==> config.mk <==
export PLATFORM = sky130hd
export DESIGN_NAME = spi_pe_responder
export DESIGN_NICKNAME = d
export VERILOG_FILES = /design/src/rtl/spi_pe_responder.sv
export SDC_FILE = /design/constraint.sdc
export NUM_CORES = 1
export LEC_CHECK = 0
export BUFFER_PORTS_ARGS = -buffer_cell sky130_fd_sc_hd__buf_2
export CELL_PAD_IN_SITES_DETAIL_PLACEMENT = 0
export CELL_PAD_IN_SITES_GLOBAL_PLACEMENT = 1
export CORE_UTILIZATION = 48
export CTS_CLUSTER_DIAMETER = 40
export DETAILED_ROUTE_END_ITERATION = 6
export GPL_TIMING_DRIVEN = 0
export PLACE_DENSITY = 0.82
export SYNTH_ARGS = -nofsm -noshare
export SYNTH_HDL_FRONTEND = slang
export SYNTH_SLANG_ARGS = --single-unit
==> constraint.sdc <==
create_clock -name clk_in -period 3.4 [get_ports clk_in]
set_clock_uncertainty 0.2 [all_clocks]
set_input_delay 0.34 -clock clk_in [delete_from_list [all_inputs] [get_ports clk_in]]
set_output_delay 0.34 -clock clk_in [all_outputs]
set_load 0.005 [all_outputs]
==> src/rtl/spi_pe_responder.sv <==
// spi_pe_responder: SPI mode-0 peripheral returning queued TX words on CIPO while capturing COPI words.
module spi_pe_responder #(
  parameter int DATA_WIDTH = 8,
  parameter int FIFO_DEPTH = 4,
  parameter logic [DATA_WIDTH-1:0] IDLE_WORD = '0
) (
  input  logic                  clk_in,
  input  logic                  rst_in,
  input  logic [DATA_WIDTH-1:0] data_in,
  input  logic                  valid_in,
  output logic                  ready_out,
  output logic [DATA_WIDTH-1:0] data_out,
  output logic                  data_valid_out,
  output logic                  underflow_out,
  output logic                  abort_out,
  input  logic                  chip_data_in,
  output logic                  chip_data_out,
  input  logic                  chip_clk_in,
  input  logic                  chip_sel_in
);
  localparam int AW = $clog2(FIFO_DEPTH);
  localparam int CW = $clog2(FIFO_DEPTH + 1);
  localparam int BW = $clog2(DATA_WIDTH);
  typedef enum logic [1:0] {IDLE, LOAD, SHIFT} state_t;
  state_t state;
  logic [2:0] dclk_s, cs_s;
  logic [1:0] copi_s;
  logic dclk_rise, dclk_fall, cs_rise, cs_fall;
  logic [DATA_WIDTH-1:0] mem [FIFO_DEPTH];
  logic [AW-1:0] wr_ptr, rd_ptr;
  logic [CW-1:0] q_cnt, next_cnt;
  logic empty, push, pop;
  logic [DATA_WIDTH-1:0] load_word, rx_next;
  logic [DATA_WIDTH-2:0] tx_shift, rx_shift;
  logic [BW-1:0] bit_cnt;
  logic word_done;
  // CS flops reset high so a released bus right after reset produces no edge
  always_ff @(posedge clk_in)
    if (rst_in) begin
      dclk_s <= '0;
      cs_s   <= '1;
      copi_s <= '0;
    end else begin
      dclk_s <= {dclk_s[1:0], chip_clk_in};
      cs_s   <= {cs_s[1:0], chip_sel_in};
      copi_s <= {copi_s[0], chip_data_in};
    end
  assign dclk_rise = dclk_s[1] & ~dclk_s[2];
  assign dclk_fall = ~dclk_s[1] & dclk_s[2];
  assign cs_rise   = cs_s[1] & ~cs_s[2];
  assign cs_fall   = ~cs_s[1] & cs_s[2];
  assign empty     = q_cnt == '0;
  assign push      = valid_in && ready_out;
  assign pop       = state == LOAD && !empty && !cs_rise;
  assign next_cnt  = q_cnt + CW'(push) - CW'(pop);
  assign load_word = empty ? IDLE_WORD : mem[rd_ptr];
  assign rx_next   = {rx_shift, copi_s[1]};
  always_ff @(posedge clk_in)
    if (push) mem[wr_ptr] <= data_in;
  always_ff @(posedge clk_in)
    if (rst_in) begin
      wr_ptr    <= '0;
      rd_ptr    <= '0;
      q_cnt     <= '0;
      ready_out <= 1'b0;
    end else begin
      if (push) wr_ptr <= wr_ptr + 1'b1;
      if (pop) rd_ptr <= rd_ptr + 1'b1;
      q_cnt     <= next_cnt;
      ready_out <= next_cnt != CW'(FIFO_DEPTH);
    end
  always_ff @(posedge clk_in)
    if (rst_in) begin
      state          <= IDLE;
      tx_shift       <= '0;
      rx_shift       <= '0;
      bit_cnt        <= '0;
      word_done      <= 1'b0;
      data_out       <= '0;
      data_valid_out <= 1'b0;
      underflow_out  <= 1'b0;
      abort_out      <= 1'b0;
      chip_data_out  <= 1'b0;
    end else begin
      data_valid_out <= 1'b0;
      underflow_out  <= 1'b0;
      abort_out      <= 1'b0;
      case (state)
        IDLE: begin
          chip_data_out <= 1'b0;
          if (cs_fall) state <= LOAD;
        end
        LOAD: begin
          if (cs_rise) begin
            state         <= IDLE;
            chip_data_out <= 1'b0;
          end else begin
            tx_shift      <= load_word[DATA_WIDTH-2:0];
            chip_data_out <= load_word[DATA_WIDTH-1];
            underflow_out <= empty;
            bit_cnt       <= '0;
            word_done     <= 1'b0;
            state         <= SHIFT;
          end
        end
        SHIFT: begin
          if (cs_rise) begin
            state         <= IDLE;
            chip_data_out <= 1'b0;
            abort_out     <= bit_cnt != '0;
            bit_cnt       <= '0;
            word_done     <= 1'b0;
          end else if (dclk_rise) begin
            rx_shift <= rx_next[DATA_WIDTH-2:0];
            if (bit_cnt == BW'(DATA_WIDTH - 1)) begin
              data_out       <= rx_next;
              data_valid_out <= 1'b1;
              bit_cnt        <= '0;
              word_done      <= 1'b1;
            end else begin
              bit_cnt <= bit_cnt + 1'b1;
            end
          end else if (dclk_fall) begin
            if (word_done) state <= LOAD;
            else begin
              chip_data_out <= tx_shift[DATA_WIDTH-2];
              tx_shift      <= tx_shift << 1;
            end
          end
        end
        default: state <= IDLE;
      endcase
    end
endmodule

==> flow_summary_export.csv <==
group,metric,value,unit
yosys,synth_nets,282,
clock_tree,cts.sinks,82,
clock_tree,tritoncts,"done",
clock_tree,clkLatencyLatePin,350,ps
yosys,syn-cell-area,0.003272,mm2
drt,drt_iter0_markers,79,
pwr,cellPowerDensity,659.2,mW/mm2
drt,wl,5621,um
die,rows,29,
setup_path,criticalPathCategory,"reg -> reg",
placement,gp_congestion,0.7852,
sta,fmaxAchievable,389.2,MHz
drt,drtAntennaViolNets,0,
global_route,overflow,0,
clock_tree,h-tree-depth,3,
sta,finalWorstPathRequiredPeriod,2569,ps
sta,hold_violations,0,
yosys,syn_avg_cell_area,12.88,um2
status,status,"complete, but fails checks",
placement,preCtsSetupSlack,852.8,ps
drt,num_vias,2010,
sta,finalSetupViolCount,0,
die,io_pins,27,
global_route,grt_pass1_wl,9301,um
sta,slew_violations,0,
drt,drt-pass1-iter-count,7,
layout,area_delta_synth_final,15.49,%
clock_tree,post_cts_buffers,0,
layout,layout-drive-gt1-share,0.2072,
status,failed_checks,"DRC",
setup_path,arrival,2600,ps
layout,nets,327,
die,die-height,84.56,um
setup_path,worstSetupStartpointType,"register",
die,core,0.006459,mm2
layout,antenna_cells,0,
setup_path,crit_top_cell,"ha_1",
yosys,syn_inst,254,
pwr,irDropWorstVdd,0.4199,mV
placement,hpwl,3827,um
yosys,yosysSeqAreaShare,0.5996,
drt,drc,4,
setup_path,slowest_stage,"or3_1",
setup_path,critPathCaptureType,"register",
sta,fin_setup_tns,0,ps
sta,worst_slack,830.9,ps
global_route,grt_max_degree,16,
yosys,synth_seq_cells,82,
global_route,grt_pass1_vias,2019,
setup_path,slowest_delay,420,ps
clock_tree,cts_buffer_depth,2,
drt,post_drt_wl_per_cell,14.75,um
hold_path,hold_class,"in -> reg",
setup_path,worst-path-max-fanout,4,
placement,numPortBuffers,26,
global_route,grtUsageTotal,0.1706,
clock_tree,cts_buffers,9,
flow_run,cap_violations,0,
die,start_util,0.5066,
setup_path,worstPathCellList,"or3_1, and3_1, ha_1, inv_1, ha_1, fa_1, xnor2_1, nor3_1, nor2_1",
sta,period_share,0.7556,
drt,vias_per_cell,5.276,
sta,worst_pin_slew,583.3,ps
sta,slew_headroom,0.6112,
die,die_x,84.56,um
clock_tree,root_buffer,"clkbuf_8",
layout,fillCellCount,527,
die,die-area,0.007150,mm2
yosys,synth_cell_types,43,
pwr,p_leak,1.527,nW
sta,rsz0062_at_grt,"false",
global_route,antenna_found_initial,0,
setup_path,cp.required,3430,ps
clock_tree,clk_pin_slew,90,ps
yosys,ys_warn_count,0,
critical path: cells and delay by family (launching register included):
family	cells	cell delay, ps
simple gates	4	880
fa+ha+maj	3	830
flops	1	330
xor+xnor	1	150
buf+inv	1	40
flip-flops by register name, indices dropped and copies added (netlist names), named ones only:
register        cells
tx_shift            7
underflow_out       1
ready_out           1
chip_data_out       1
data_valid_out      1
abort_out           1
rd_ptr              2
bit_cnt             3
data_out            8
dclk_s              3
cs_s                3
q_cnt               3
wr_ptr              2
copi_s              2
rx_shift            7
mem                32
state               2
word_done           1
where the power goes:
group          switching [mW]  internal, mW
combinational           0.308         0.269
sequential             0.0638          1.14
clock                   0.371         0.344
area by class of cell:
| type | count | area, um2 | area share |
|---|---|---|---|
| Buffer | 12 | 57.56 | 0.01523 |
| Clock buffer | 9 | 123.9 | 0.03278 |
| Clock inverter | 7 | 76.32 | 0.02020 |
| Inverter | 12 | 45.04 | 0.01192 |
| Multi-Input combinational cell | 148 | 1207 | 0.3195 |
| Sequential cell | 82 | 1962 | 0.5192 |
| Tap cell | 77 | 96.34 | 0.02550 |
| Timing Repair Buffer | 34 | 210.2 | 0.05563 |
worst paths after layout:
path / cells past startpoint / endpoint / start / slack (ps)
setup / recovery: 9 / ready_out / q_cnt[2] / 830
hold / removal: 1 / mem[0][1] / data_in[1] / 10
setup reg to reg: 9 / ready_out / q_cnt[2] / 830
hold reg to reg: 1 / cs_s[1] / cs_s[0] / 220
logic make-up after synthesis:
family,after synthesis,synth area share
flops,82,0.5996
simple gates,76,0.1254
compound gates,27,0.06425
mux,26,0.1101
buf+inv,24,0.03135
fa+ha+maj,14,0.05583
xor+xnor,5,0.01338
layer usage:
layer,global-route usage,routed length (um),share of wire,up-vias
met5,0,0,0,-
met4,0.09091,117,0.021,0
met1,0.2176,2692,0.48,964
li1,-,-,-,998
met2,0.2772,2643,0.47,37
met3,0.03245,168,0.030,11
cell usage in the layout (no fill, tap or decap), drive strengths merged, types with 2 or more instances in the layout:
cell / count
nand2: 5
mux4: 8
buf: 32
nand3: 3
a32oi: 2
nand3b: 2
dlygate4sd3: 8
and2: 2
inv: 14
dfxtp: 50
mux2i: 18
nand4: 2
edfxtp: 32
clkinvlp: 3
nor2b: 7
a22oi: 6
clkbuf: 15
or3b: 2
nor2: 31
a21oi: 7
xnor2: 4
ha: 13
or2: 3
nand2b: 6
and3: 5
and2b: 2
a211oi: 7
what timing repair did:
action | 4_1_cts | 5_1_grt
hold buffers | 8 | 0
resized for setup | 0 | 0
endpoints found under the hold margin | 20 | 0
synthesized netlist by cell type, drive strengths merged:
cell / n / area, um2
and2b: 2 / 16.27
nand3: 3 / 20.02
nand4bb: 1 / 11.26
edfxtp: 32 / 960.9
o311ai: 1 / 26.28
mux2i: 18 / 180.2
a2111oi: 1 / 8.760
a22oi: 6 / 45.04
a31oi: 1 / 6.260
ha: 13 / 162.7
or3: 1 / 6.260
a21oi: 7 / 35.03
dfxtp: 50 / 1001
a31o: 1 / 8.760
nand2: 5 / 21.27
o21ba: 1 / 10.01
or2: 3 / 18.77
nor2b: 7 / 43.79
a32oi: 2 / 17.52
nand3b: 2 / 15.01
xor2: 1 / 8.760
and3: 5 / 31.28
nor3b: 1 / 7.510
nand2b: 6 / 37.54
clkbuf: 6 / 22.52
nand4: 2 / 12.51
nor3: 1 / 5.000
nor2: 31 / 116.4
a211oi: 7 / 52.55
fa: 1 / 20.02
inv: 12 / 45.04
or3b: 2 / 17.52
or4: 1 / 7.510
buf: 6 / 35.03
and2: 2 / 12.51
or4b: 1 / 10.01
xnor2: 4 / 35.03
mux4: 8 / 180.2
metrics by stage:
step | std cells | utilization | power [mW] | hold WS, ps | cell area [um2]
2_1_floorplan | 254 | - | 1.658 | 189.5 | 3272
3_3_place_gp | 357 | 0.5417 | 1.782 | 204.2 | 3498
3_5_place_dp | 357 | 0.5417 | 1.794 | 198.3 | 3498
4_1_cts | 381 | 0.5850 | 2.509 | 1.350 | 3779
5_1_grt | 381 | 0.5850 | 2.636 | 9.263 | 3779
6_report | 381 | 0.5850 | 2.491 | 10.03 | 3779
Note: power is estimated with default switching activity, not from simulation.
